[config.mk]
export PLATFORM = sky130hd
export DESIGN_NAME = uart_loader_flat
export DESIGN_NICKNAME = d
export VERILOG_FILES = /design/src/rtl/uart_loader_pkg.sv /design/src/rtl/uart_loader_if.sv /design/src/rtl/uart_loader_byte_packer.sv /design/src/rtl/uart_loader.sv /design/src/flat_wrapper.sv
export SDC_FILE = /design/constraint.sdc
export NUM_CORES = 1
export LEC_CHECK = 0
export CORE_MARGIN = 1
export CORE_UTILIZATION = 40
export CTS_BUF_LIST = sky130_fd_sc_hd__clkbuf_4 sky130_fd_sc_hd__clkbuf_8
export CTS_CLUSTER_DIAMETER = 60
export DETAILED_ROUTE_END_ITERATION = 8
export DONT_BUFFER_PORTS = 1
export GPL_TIMING_DRIVEN = 0
export PLACE_DENSITY = 0.67
export SYNTH_ARGS = -nofsm -noshare
export SYNTH_HDL_FRONTEND = slang
export SYNTH_HIERARCHICAL = 1
export SYNTH_SLANG_ARGS = --single-unit
[constraint.sdc]
create_clock -name i_clk -period 2.61 [get_ports i_clk]
set_input_delay 0 -clock i_clk [delete_from_list [all_inputs] [get_ports i_clk]]
set_output_delay 0 -clock i_clk [all_outputs]
set_load 0.005 [all_outputs]
[src/rtl/uart_loader_pkg.sv]
// Shared types and constants for the UART boot loader.
package uart_loader_pkg;

   typedef enum logic [2:0] {
      IDLE,
      HDR,
      DATA,
      DRAIN,
      DONE,
      ERROR
   } loader_state_t;

   localparam logic [1:0] ERR_NONE    = 2'b00;
   localparam logic [1:0] ERR_SIZE    = 2'b01;
   localparam logic [1:0] ERR_TIMEOUT = 2'b10;
   localparam logic [1:0] ERR_OVERRUN = 2'b11;

endpackage

[src/rtl/uart_loader_if.sv]
// Byte stream in from the UART receiver and word writes out to memory.
interface uart_loader_if #(
   parameter int ADDR_WIDTH = 15
);
   logic [7:0]            rx_data;
   logic                  rx_valid;
   logic                  mem_ready;
   logic                  mem_we;
   logic [ADDR_WIDTH-1:0] mem_addr;
   logic [31:0]           mem_wdata;

   // The loader consumes bytes and issues writes.
   modport master (
      input  rx_data, rx_valid, mem_ready,
      output mem_we, mem_addr, mem_wdata
   );

   // The environment supplies bytes and accepts writes.
   modport slave (
      output rx_data, rx_valid, mem_ready,
      input  mem_we, mem_addr, mem_wdata
   );
endinterface

[src/rtl/uart_loader_byte_packer.sv]
// Packs a byte stream MSB-first into 32-bit words; used for both the
// length header and the image data.
module byte_packer
   import uart_loader_pkg::*;
(
   input  logic        i_clk,
   input  logic        i_rst_n,
   input  logic        i_clear,
   input  logic        i_byte_valid,
   input  logic [7:0]  i_byte,
   output logic [31:0] o_word,
   output logic        o_word_valid
);

   logic [1:0]  r_cnt;
   // Only the three older bytes need storage; the fourth arrives with word_valid.
   logic [23:0] r_shift;

   // Count bytes within the current word and shift them in MSB-first.
   always_ff @(posedge i_clk or negedge i_rst_n) begin
      if (!i_rst_n) begin
         r_cnt   <= '0;
         r_shift <= '0;
      end else if (i_clear) begin
         r_cnt   <= '0;
         r_shift <= '0;
      end else if (i_byte_valid) begin
         // NOTE: non-blocking so counter and shifter both see pre-edge values.
         r_cnt   <= r_cnt + 2'd1;
         r_shift <= {r_shift[15:0], i_byte};
      end
   end

   assign o_word       = {r_shift, i_byte};
   assign o_word_valid = i_byte_valid && !i_clear && (r_cnt == 2'd3);

endmodule

[src/rtl/uart_loader.sv]
// Boot loader: parses a 32-bit big-endian word-count header, writes the
// following words to memory, then pulses cpu_start. Flags oversize images,
// inter-byte timeouts and write overruns.
module uart_loader
   import uart_loader_pkg::*;
#(
   parameter int                       ADDR_WIDTH    = 15,
   parameter int                       TIMEOUT_WIDTH = 24,
   parameter logic [TIMEOUT_WIDTH-1:0] TIMEOUT_MAX   = TIMEOUT_WIDTH'(10_000_000)
) (
   input  logic                i_clk,
   input  logic                i_rst_n,
   input  logic                i_restart,
   uart_loader_if.master       bus,
   output logic                o_loading,
   output logic                o_done,
   output logic                o_cpu_start,
   output logic                o_error,
   output logic [1:0]          o_err_code
);

   localparam logic [32:0] MAX_WORDS = 33'(1) << ADDR_WIDTH;

   loader_state_t          r_state, w_state_next;
   logic [31:0]            r_len, w_len_next;
   logic [ADDR_WIDTH:0]    r_idx, w_idx_next, w_idx_eff;
   logic                   r_mem_we, w_we_next;
   logic [ADDR_WIDTH-1:0]  r_mem_addr, w_addr_next;
   logic [31:0]            r_mem_wdata, w_wdata_next;
   logic [TIMEOUT_WIDTH-1:0] r_tmo, w_tmo_next, w_tmo_inc;
   logic                   r_done, w_done_next;
   logic                   r_cpu_start, w_start_next;
   logic                   r_loading, r_error;
   logic [1:0]             r_err_code, w_err_next;

   logic                   w_pack_valid;
   logic [31:0]            w_word;
   logic                   w_word_valid;
   logic                   w_accept;
   logic                   w_timeout;

   // Bytes are only meaningful while parsing; restart discards any in flight.
   assign w_pack_valid = bus.rx_valid && (r_state inside {IDLE, HDR, DATA});

   byte_packer u_packer (
      .i_clk        (i_clk),
      .i_rst_n      (i_rst_n),
      .i_clear      (i_restart),
      .i_byte_valid (w_pack_valid),
      .i_byte       (bus.rx_data),
      .o_word       (w_word),
      .o_word_valid (w_word_valid)
   );

   assign w_accept  = r_mem_we && bus.mem_ready;
   assign w_tmo_inc = r_tmo + TIMEOUT_WIDTH'(1);
   assign w_timeout = !bus.rx_valid && (w_tmo_inc == TIMEOUT_MAX);
   // A word finishing in the same cycle as an acceptance goes to the next slot.
   assign w_idx_eff = w_accept ? r_idx + 1'b1 : r_idx;

   // Next-state and next-register values; restart overrides everything.
   always_comb begin
      // NOTE: defaults first so no path leaves a signal unassigned (no latches).
      w_state_next = r_state;
      w_len_next   = r_len;
      w_idx_next   = r_idx;
      w_we_next    = r_mem_we;
      w_addr_next  = r_mem_addr;
      w_wdata_next = r_mem_wdata;
      w_tmo_next   = r_tmo;
      w_done_next  = r_done;
      w_start_next = 1'b0;
      w_err_next   = r_err_code;

      if (i_restart) begin
         w_state_next = IDLE;
         w_len_next   = '0;
         w_idx_next   = '0;
         w_we_next    = 1'b0;
         w_addr_next  = '0;
         w_wdata_next = '0;
         w_tmo_next   = '0;
         w_done_next  = 1'b0;
         w_err_next   = ERR_NONE;
      end else begin
         unique case (r_state)
            IDLE: begin
               if (bus.rx_valid) begin
                  w_state_next = HDR;
                  w_tmo_next   = '0;
               end
            end
            HDR: begin
               w_tmo_next = bus.rx_valid ? '0 : w_tmo_inc;
               if (w_word_valid) begin
                  w_len_next = w_word;
                  if ({1'b0, w_word} > MAX_WORDS) begin
                     w_state_next = ERROR;
                     w_err_next   = ERR_SIZE;
                  end else if (w_word == 32'd0) begin
                     w_state_next = DONE;
                     w_done_next  = 1'b1;
                     w_start_next = 1'b1;
                  end else begin
                     w_state_next = DATA;
                     w_idx_next   = '0;
                  end
               end else if (w_timeout) begin
                  w_state_next = ERROR;
                  w_err_next   = ERR_TIMEOUT;
               end
            end
            DATA: begin
               w_tmo_next = bus.rx_valid ? '0 : w_tmo_inc;
               if (w_accept) begin
                  w_we_next  = 1'b0;
                  w_idx_next = r_idx + 1'b1;
               end
               if (w_word_valid) begin
                  if (r_mem_we && !bus.mem_ready) begin
                     // Previous word still pending: drop it and abort.
                     w_state_next = ERROR;
                     w_err_next   = ERR_OVERRUN;
                     w_we_next    = 1'b0;
                  end else begin
                     w_we_next    = 1'b1;
                     w_addr_next  = w_idx_eff[ADDR_WIDTH-1:0];
                     w_wdata_next = w_word;
                     if (32'(w_idx_eff) == r_len - 32'd1) w_state_next = DRAIN;
                  end
               end else if (w_timeout) begin
                  w_state_next = ERROR;
                  w_err_next   = ERR_TIMEOUT;
                  w_we_next    = 1'b0;
               end
            end
            DRAIN: begin
               if (w_accept) begin
                  w_we_next    = 1'b0;
                  w_idx_next   = r_idx + 1'b1;
                  w_state_next = DONE;
                  w_done_next  = 1'b1;
                  w_start_next = 1'b1;
               end
            end
            default: begin
            end
         endcase
      end
   end

   // State and all output registers; every output is a flop.
   always_ff @(posedge i_clk or negedge i_rst_n) begin
      if (!i_rst_n) begin
         r_state     <= IDLE;
         r_len       <= '0;
         r_idx       <= '0;
         r_mem_we    <= 1'b0;
         r_mem_addr  <= '0;
         r_mem_wdata <= '0;
         r_tmo       <= '0;
         r_done      <= 1'b0;
         r_cpu_start <= 1'b0;
         r_loading   <= 1'b0;
         r_error     <= 1'b0;
         r_err_code  <= ERR_NONE;
      end else begin
         r_state     <= w_state_next;
         r_len       <= w_len_next;
         r_idx       <= w_idx_next;
         r_mem_we    <= w_we_next;
         r_mem_addr  <= w_addr_next;
         r_mem_wdata <= w_wdata_next;
         r_tmo       <= w_tmo_next;
         r_done      <= w_done_next;
         r_cpu_start <= w_start_next;
         r_loading   <= (w_state_next inside {HDR, DATA, DRAIN});
         r_error     <= (w_state_next == ERROR);
         r_err_code  <= w_err_next;
      end
   end

   assign bus.mem_we    = r_mem_we;
   assign bus.mem_addr  = r_mem_addr;
   assign bus.mem_wdata = r_mem_wdata;
   assign o_loading     = r_loading;
   assign o_done        = r_done;
   assign o_cpu_start   = r_cpu_start;
   assign o_error       = r_error;
   assign o_err_code    = r_err_code;

endmodule
[src/flat_wrapper.sv]
// flat-port wrapper written by rule: the top's interface ports become plain ports
module uart_loader_flat import uart_loader_pkg::*;
#(
   parameter int                       ADDR_WIDTH    = 15,
   parameter int                       TIMEOUT_WIDTH = 24,
   parameter logic [TIMEOUT_WIDTH-1:0] TIMEOUT_MAX   = TIMEOUT_WIDTH'(10_000_000)
)
  (i_clk, i_rst_n, i_restart, o_loading, o_done, o_cpu_start, o_error, o_err_code, bus_rx_data, bus_rx_valid, bus_mem_ready, bus_mem_we, bus_mem_addr, bus_mem_wdata);
  uart_loader_if #(.ADDR_WIDTH(ADDR_WIDTH)) bus_i ();
  input  logic i_clk;
  input  logic i_rst_n;
  input  logic i_restart;
  output logic o_loading;
  output logic o_done;
  output logic o_cpu_start;
  output logic o_error;
  output logic [1:0] o_err_code;
  input wire logic [$bits(bus_i.rx_data)-1:0] bus_rx_data;
  input wire logic [$bits(bus_i.rx_valid)-1:0] bus_rx_valid;
  input wire logic [$bits(bus_i.mem_ready)-1:0] bus_mem_ready;
  output wire logic [$bits(bus_i.mem_we)-1:0] bus_mem_we;
  output wire logic [$bits(bus_i.mem_addr)-1:0] bus_mem_addr;
  output wire logic [$bits(bus_i.mem_wdata)-1:0] bus_mem_wdata;
  assign bus_i.rx_data = bus_rx_data;
  assign bus_i.rx_valid = bus_rx_valid;
  assign bus_i.mem_ready = bus_mem_ready;
  assign bus_mem_we = bus_i.mem_we;
  assign bus_mem_addr = bus_i.mem_addr;
  assign bus_mem_wdata = bus_i.mem_wdata;
  uart_loader #(.ADDR_WIDTH(ADDR_WIDTH), .TIMEOUT_WIDTH(TIMEOUT_WIDTH), .TIMEOUT_MAX(TIMEOUT_MAX)) u_core (.i_clk(i_clk), .i_rst_n(i_rst_n), .i_restart(i_restart), .bus(bus_i), .o_loading(o_loading), .o_done(o_done), .o_cpu_start(o_cpu_start), .o_error(o_error), .o_err_code(o_err_code));
endmodule
==> results of run 1 <==
## area by class of cell
| type | instances | area, µm² | area share [%] |
|---|---|---|---|
| Buffer | 58 | 402 | 4.05 |
| Clock buffer | 17 | 234 | 2.36 |
| Clock inverter | 15 | 196 | 1.98 |
| Inverter | 13 | 52.6 | 0.529 |
| Multi-Input combinational cell | 722 | 4450 | 44.9 |
| Sequential cell | 155 | 3890 | 39.2 |
| Tap cell | 270 | 338 | 3.40 |
| Timing Repair Buffer | 40 | 360 | 3.63 |
## worst max-delay path, stage by stage, from the launching register on
cell	delay, ns
dfrtp_2	0.46
buf_6	0.13
and3_4	0.19
mux2_4	0.30
o21ai_2	0.13
o2111ai_2	0.13
or3_4	0.36
buf_6	0.13
o41ai_4	0.43
o2111a_2	0.27
or2_0	0.12
o2111a_1	0.21
## per-layer routing
metal  GRT usage [%]  vias up
met1            29.8     3577
li1                -     3464
met4            8.70        0
met5               0        -
met2            35.0      305
met3            5.03       56
## sequential cells by signal (all words and copies together) (netlist names)
| name | flops |
|---|---|
| u_core/bus.mem_wdata | 32 |
| u_core/r_len | 32 |
| u_core/r_tmo | 24 |
| u_core/u_packer/r_shift | 24 |
| u_core/r_idx | 16 |
| u_core/bus.mem_addr | 15 |
| u_core/r_state | 3 |
| u_core/o_err_code | 2 |
| u_core/u_packer/r_cnt | 2 |
| u_core/bus.mem_we | 1 |
| u_core/o_cpu_start | 1 |
| u_core/o_done | 1 |
| u_core/o_error | 1 |
| u_core/o_loading | 1 |
## timing repair
item | 4_1_cts | 5_1_grt
setup endpoints to repair | 129 | 118
buffers inserted | 18 | 9
gates resized for setup | 77 | 39
endpoints found under the hold margin | 208 | 159
hold buffers | 11 | 2
pin swaps | 16 | 22
## power by group
part / internal [W] / switching (W) / total, W
clock network: 0.000827 / 0.00110 / 0.00193
registers: 0.00242 / 0.0000360 / 0.00246
logic: 0.000102 / 0.000155 / 0.000257
total: 0.00335 / 0.00129 / 0.00464
## layout by cell type (no fill, tap or decap), types with 19 or more instances in the layout
| cell type | instances |
|---|---|
| clkbuf_1 | 21 |
| clkbuf_8 | 19 |
| nand2_1 | 178 |
| a21oi_1 | 83 |
| nor3_1 | 19 |
| dfrtp_1 | 146 |
| o21ai_0 | 55 |
| mux2i_1 | 26 |
| buf_4 | 32 |
| nor2_1 | 85 |
| xnor2_1 | 42 |
## through the flow
stage	instances	utilization, %	cell area, µm²	total power [W]	worst slack, ns
after detailed placement	1224	42.8	8730	0.00271	-0.928
after floorplan	954	-	8400	0.00265	-0.0952
after global placement	1224	42.8	8730	0.00271	-0.936
after global routing	1290	48.6	9930	0.00480	-0.415
after CTS	1281	47.6	9730	0.00467	-0.285
final	1290	48.6	9930	0.00464	-0.316
## how the worst min path moves through the flow
stage               startpoint                                   end
CTS                    i_rst_n   u_core/bus.mem_wdata[5]$_DFFE_PN0P_
detailed placement     i_rst_n           u_core/r_tmo[3]$_DFFE_PN0P_
finish                 i_rst_n   u_core/bus.mem_wdata[0]$_DFFE_PN0P_
global route           i_rst_n   u_core/bus.mem_wdata[2]$_DFFE_PN0P_
global placement       i_rst_n  u_core/bus.mem_wdata[21]$_DFFE_PN0P_
floorplan              i_rst_n    u_core/bus.mem_addr[0]$_DFFE_PN0P_
## cell families after synthesis
| kind of cell | after synthesis |
|---|---|
| simple gates | 421 |
| compound gates | 213 |
| fa+ha+maj | 5 |
| xor+xnor | 53 |
| mux | 30 |
| flops | 155 |
| buf+inv | 77 |
==> key figures, run 1 <==
Status
  – Status: finished with violations
  – Violated checks: negative hold slack, negative setup slack

Clock network
  – Clk_lat worst skew: 0.49 ns
  – Num CTS Buffers: 17
  – H-tree level count: 4
  – Root buf cell: clkbuf_8
  – Clock sinks: between 150 and 200
  – Clock slew at reported path FFs: 0.10 ns
  – CTS tree: built
  – Max Buffers Root-to-Sink: 2

Drt
  – Remaining DRCs: 0
  – DRT Pass-1 Iters: 6
  – Drt via density: roughly 5.7
  – Met2 wire length: around 11,000 µm
  – Via Count: 7,402
  – Wire length per cell: 18.5 µm
  – DR WL met3: 1630 µm
  – WL final: 23,800 µm
  – First-iteration detailed-routing DRC count: 736
  – Highest routed layer: met4
  – Met1 wire length: 10,500 µm
  – Final antenna-violating net count: 0

STA
  – Minimum clock period: between 2 and 3 ns
  – RSZ-0062 raised after global routing: true
  – Max Freq: 342 MHz
  – Final Setup Violations: 8
  – Slew @ Worst Pin: 0.831 ns
  – Worst Skew: 0.0297 ns
  – Final hold violations: 155
  – Tcrit/Tclk final: 112%
  – Hold slack: -0.778 ns
  – Worst Setup Slack, final: -0.316 ns
  – Slew Viols, Final: 0
  – Rel. slew slack: 44.6%
  – Setup TNS: -1.55 ns

Power
  – Cell Pwr Density: ~470 nW/µm²
  – Leak: 4.16 nW
  – Max VDD drop: approximately 0.31 mV

Worst setup path
  – CP startpoint: u_core/r_tmo[0]$_DFFE_PN0P_
  – Reg2Reg Capture Point: u_core/o_error$_DFF_PN0_
  – Critical path required time: roughly 3 ns
  – Critical path capture point type: register
  – Startpoint types: register
  – R2R Setup Slk: -0.32 ns
  – Worst Path Arrival: 3.32 ns
  – End of the critical path: u_core/o_error$_DFF_PN0_
  – Reg2Reg Depth: 11
  – Critical path class: register to register
  – Crit-path max FO: 4
  – Worst R2R Start: u_core/r_tmo[0]$_DFFE_PN0P_

Yosys
  – Post-synth top area cell: dfrtp_1
  – Commonest cells post-synth: nand2_1 (182), dfrtp_1 (155), nor2_1 (91)
  – Post-synthesis adder-cell area fraction: 0.745%
  – Synth Area in Compound Gates: 15.2%
  – Register bit count reported by yosys: 155
  – Seq/Total Area, Yosys: 46.2%
  – Mux contribution to synthesized area: 3.64%
  – Most common cell in the netlist: nand2_1
  – Gate Count Post-Synth: between 900 and 1k
  – Dominant synthesized flop cell: dfrtp_1
  – Post-Synth Simple-Gate Area: 23.6%
  – Largest cells by area after synthesis: dfrtp_1 (46%), nand2_1 (8.1%), a21oi_1 (5.3%)
  – Synthesized area: 8400 µm²
  – Area share of the largest cell type after synthesis: 46.2%
  – Xor/xnor share of the synthesized area: under 10%
  – Post-Syn Nets: about 970
  – Synthesis Warnings: 6
  – Largest family of logic cells by synthesized area: simple AND/OR/NAND/NOR gates
  – Post-synthesis cell type count: 72
  – Synthesized area per cell: 8.80 µm²
  – Async S/R FF share, synth: 100%
  – Post-synth EDFFs: 0

Die
  – Core ar.: 20,400 µm²
  – Die area: ~22,000 µm²
  – IO Pins: 67
  – Standard-cell rows: 52
  – Die Span Y: between 100 and 150 µm
  – Die W: approximately 150 µm
  – Initial Util: between 40% and 50%

Global route
  – Global-route wire length before repair: 37,600 µm
  – GRT Util Overall: 22.3%
  – Vias in the first global route: 6,948
  – Overflow after GRT: 0
  – Initial antenna violation count: 0
  – Largest net degree at the start of global routing: ~160

Place
  – IO buf count: 0
  – GP Congestion: ~0.9
  – DPL Wire Length: 15,800 µm

Final layout
  – Fill cells: 1,943
  – Ant. Diodes: 0
  – Ratio of cells with drive above 1 in the final layout: 17.3%
  – Area Overhead vs Synth: 18.2%
  – Final net count: just over 1k

Job
  – Max-Cap Viols: 0

Hold path
  – Hold crit path type: input port to async pin
Power figures use the tool's default switching activity.
==> run 2: changes to the inputs <==
--- a/config.mk
+++ b/config.mk
@@ -12,7 +12,7 @@
 export DETAILED_ROUTE_END_ITERATION = 8
 export DONT_BUFFER_PORTS = 1
 export GPL_TIMING_DRIVEN = 0
-export PLACE_DENSITY = 0.67
+export PLACE_DENSITY_LB_ADDON = 0.12
 export SYNTH_ARGS = -nofsm -noshare
 export SYNTH_HDL_FRONTEND = slang
 export SYNTH_HIERARCHICAL = 1
==> run 2 against run 1 <==
Compared with the run above:
- the run still ends with negative hold slack, negative setup slack left
- worst setup slack better by 0.034 ns
- cell count up 0.93%
- clock power is 10% lower
- die area unchanged
- register-to-register slack improved by 0.03 ns
- global-route usage is 0.98 points higher
- worst hold slack about the same
- critical path depth down 1
- sequential power is essentially flat
- non-clock buffer count up 14
- routed wire length is 4.0% higher
- largest cell class unchanged
- sequential share of layout area down 0.44 points
==> key figures, run 2 (same netlist as run 1, synthesis figures left out) <==
Global route
  – GRT Util Overall: 23.3% (+0.98 points)
  – Initial antenna violation count: 1 (+1)
  – Overflow after GRT: 0 (unchanged)
  – Vias in the first global route: 6,980 (+0.46%)
  – Largest net degree at the start of global routing: 156 (unchanged)
  – Global-route wire length before repair: 39,000 µm (+3.6%)

STA
  – Tcrit/Tclk final: 111% (-1.3 points)
  – Slew @ Worst Pin: 0.759 ns (-0.0724 ns)
  – Hold slack: -0.778 ns (+0.000272 ns)
  – Worst Setup Slack, final: -0.281 ns (+0.0343 ns)
  – Final Setup Violations: 20 (+12)
  – Final hold violations: 155 (unchanged)
  – Slew Viols, Final: 0 (unchanged)
  – Rel. slew slack: 49.4% (+4.8 points)
  – Minimum clock period: 2.89 ns (-0.0343 ns)
  – RSZ-0062 raised after global routing: true
  – Worst Skew: 0.0157 ns (-0.0140 ns)
  – Max Freq: 346 MHz (+1.2%)

Drt
  – Remaining DRCs: 0 (unchanged)
  – First-iteration detailed-routing DRC count: 558 (-24%)
  – DRT Pass-1 Iters: 5 (-1)
  – Final antenna-violating net count: 0 (unchanged)
  – WL final: 24,800 µm (+4.0%)
  – Via Count: 7,267 (-1.8%)
  – Drt via density: 5.58 (-2.7%)
  – Wire length per cell: 19.0 µm (+3.0%)

Final layout
  – Area Overhead vs Synth: 19.5%
  – Design area: 10,000 µm² (+1.1%)
  – Layout Cells excl Fill: 1,302 (+0.93%)
  – Most frequent cells in the layout: nand2_1 (176), dfrtp_1 (148), nor2_1 (85)
  – Final Util: 49.1% (+0.51 points)
  – Final net count: 1,039 (+1.4%)
  – Ratio of cells with drive above 1 in the final layout: 18.6% (+1.3 points)
  – Commonest non-fill, non-tap cell in the layout: nand2_1
  – Fill cells: 2,008 (+3.3%)
  – Ant. Diodes: 0 (unchanged)
  – Register area: 3890 µm² (about the same)
  – Multi-input logic area: 4550 µm² (+2.2%)

Worst setup path
  – Startpoint types: register
  – Critical path capture point type: register
  – Critical path class: register to register
  – Crit-path max FO: 4 (unchanged)
  – Worst Path Arrival: 3.27 ns (-0.05 ns)
  – Critical path required time: 2.99 ns (-0.02 ns)

Place
  – IO buf count: 0 (unchanged)
  – Placed Cells incl. Taps: 1,224 (unchanged)
  – GP Congestion: 0.882 (-1.9%)
  – Placed cell areas: 8730 µm² (unchanged)
  – DPL Wire Length: 16,600 µm (+5.1%)

Power
  – Cell Pwr Density: 444 nW/µm² (-5.2%)
  – Leak: 4.24 nW (+1.9%)
  – Total power: 0.00445 W (-4.1%)
  – Max VDD drop: 0.286 mV (-8.8%)

Status
  – Status: finished with violations
  – Violated checks: negative hold slack, negative setup slack

Clock network
  – Clock sinks: 155 (unchanged)
  – Root buf cell: clkbuf_8
  – Clock slew at reported path FFs: 0.10 ns (about the same)
  – CTS tree: built
  – Clk_lat worst skew: 0.46 ns (-0.03 ns)
  – Num CTS Buffers: 17 (unchanged)
  – H-tree level count: 4 (unchanged)
  – Post-CTS Hold Fix Bufs: 11 (unchanged)
  – Max Buffers Root-to-Sink: 2 (unchanged)

Die
  – Die W: 147 µm (unchanged)
  – Initial Util: 41.1% (unchanged)
  – Die Span Y: 147 µm (unchanged)
  – Standard-cell rows: 52 (unchanged)
  – Die area: 21,600 µm² (unchanged)
  – IO Pins: 67 (unchanged)
  – Core ar.: 20,400 µm² (unchanged)

Hold path
  – Hold crit path type: input port to async pin

Job
  – Max-Cap Viols: 0 (unchanged)
run 2: changes by cell type in the layout (fill, tap and decap cells not counted), moves of 3 or more:
cell        previous run  this run
buf_4                 32        48
clkinv_2               0         3
clkinv_8               4         0
clkinvlp_4             2         5
inv_8                  6         1
run 2: final timing paths:
path | from | endpoint | slack [ns] | cells after the start
hold reg to reg | u_core/r_tmo[23]$_DFFE_PN0P_ | u_core/r_tmo[23]$_DFFE_PN0P_ | 0.49 | 1
min in group i_clk | bus_mem_ready | u_core/bus.mem_addr[1]$_DFFE_PN0P_ | 0.06 | 4
max in group asynchronous | i_rst_n | u_core/r_len[10]$_DFFE_PN0P_ | 3.19 | 0
setup reg to reg | u_core/r_tmo[1]$_DFFE_PN0P_ | u_core/o_error$_DFF_PN0_ | -0.28 | 10
setup / recovery | u_core/r_tmo[1]$_DFFE_PN0P_ | u_core/o_error$_DFF_PN0_ | -0.28 | 10
hold / removal | i_rst_n | u_core/r_tmo[20]$_DFFE_PN0P_ | -0.78 | 0
run 2: metal layers:
metal / vias to the layer above / GRT usage [%] / part of all wire, %
met5: - / 0 / 0
met4: 0 / 6.30 / 1.6
met3: 26 / 5.25 / 5.6
met2: 198 / 35.8 / 46
met1: 3563 / 32.8 / 47
li1: 3480 / - / -
run 2: final cells by class:
type,instances,area share (%)
clock inverters,13,1.21
multi-input cells,722,45.4
inverters,13,0.524
flip-flops and latches,155,38.8
well taps,270,3.37
repair buffers,53,4.35
clock buffers,17,2.33
plain buffers,59,4.09
run 2: critical path: stages, from the launching register on:
cell       delay (ns)
dfrtp_1          0.42
buf_6            0.13
and3_4           0.22
mux2_4           0.31
o21ai_2          0.12
o2111ai_2        0.10
or3_4            0.37
or4_4            0.58
a31oi_4          0.23
or2_0            0.14
o2111a_1         0.20
run 2: repair_timing:
action,4_1_cts,5_1_grt
endpoints found under the hold margin,207,155
buffers inserted,30,12
endpoints found under the setup margin,129,120
gates resized for setup,75,52
pin swaps,17,19
run 2: where the power goes:
part	leakage [nW]	internal, W	switching, W	total (W)
clock	0.172	0.000751	0.000979	0.00173
combinational	1.93	0.000106	0.000157	0.000262
sequential	2.14	0.00242	0.0000370	0.00246
run 2: stage by stage:
| stage | setup WS (ns) | setup TNS [ns] |
|---|---|---|
| finish | -0.281 | -1.82 |
| global placement | -1.10 | -76.35 |
| CTS | -0.274 | -0.903 |
| detailed placement | -1.04 | -73.32 |
| floorplan | -0.0952 | -0.179 |
| global route | -0.361 | -4.97 |
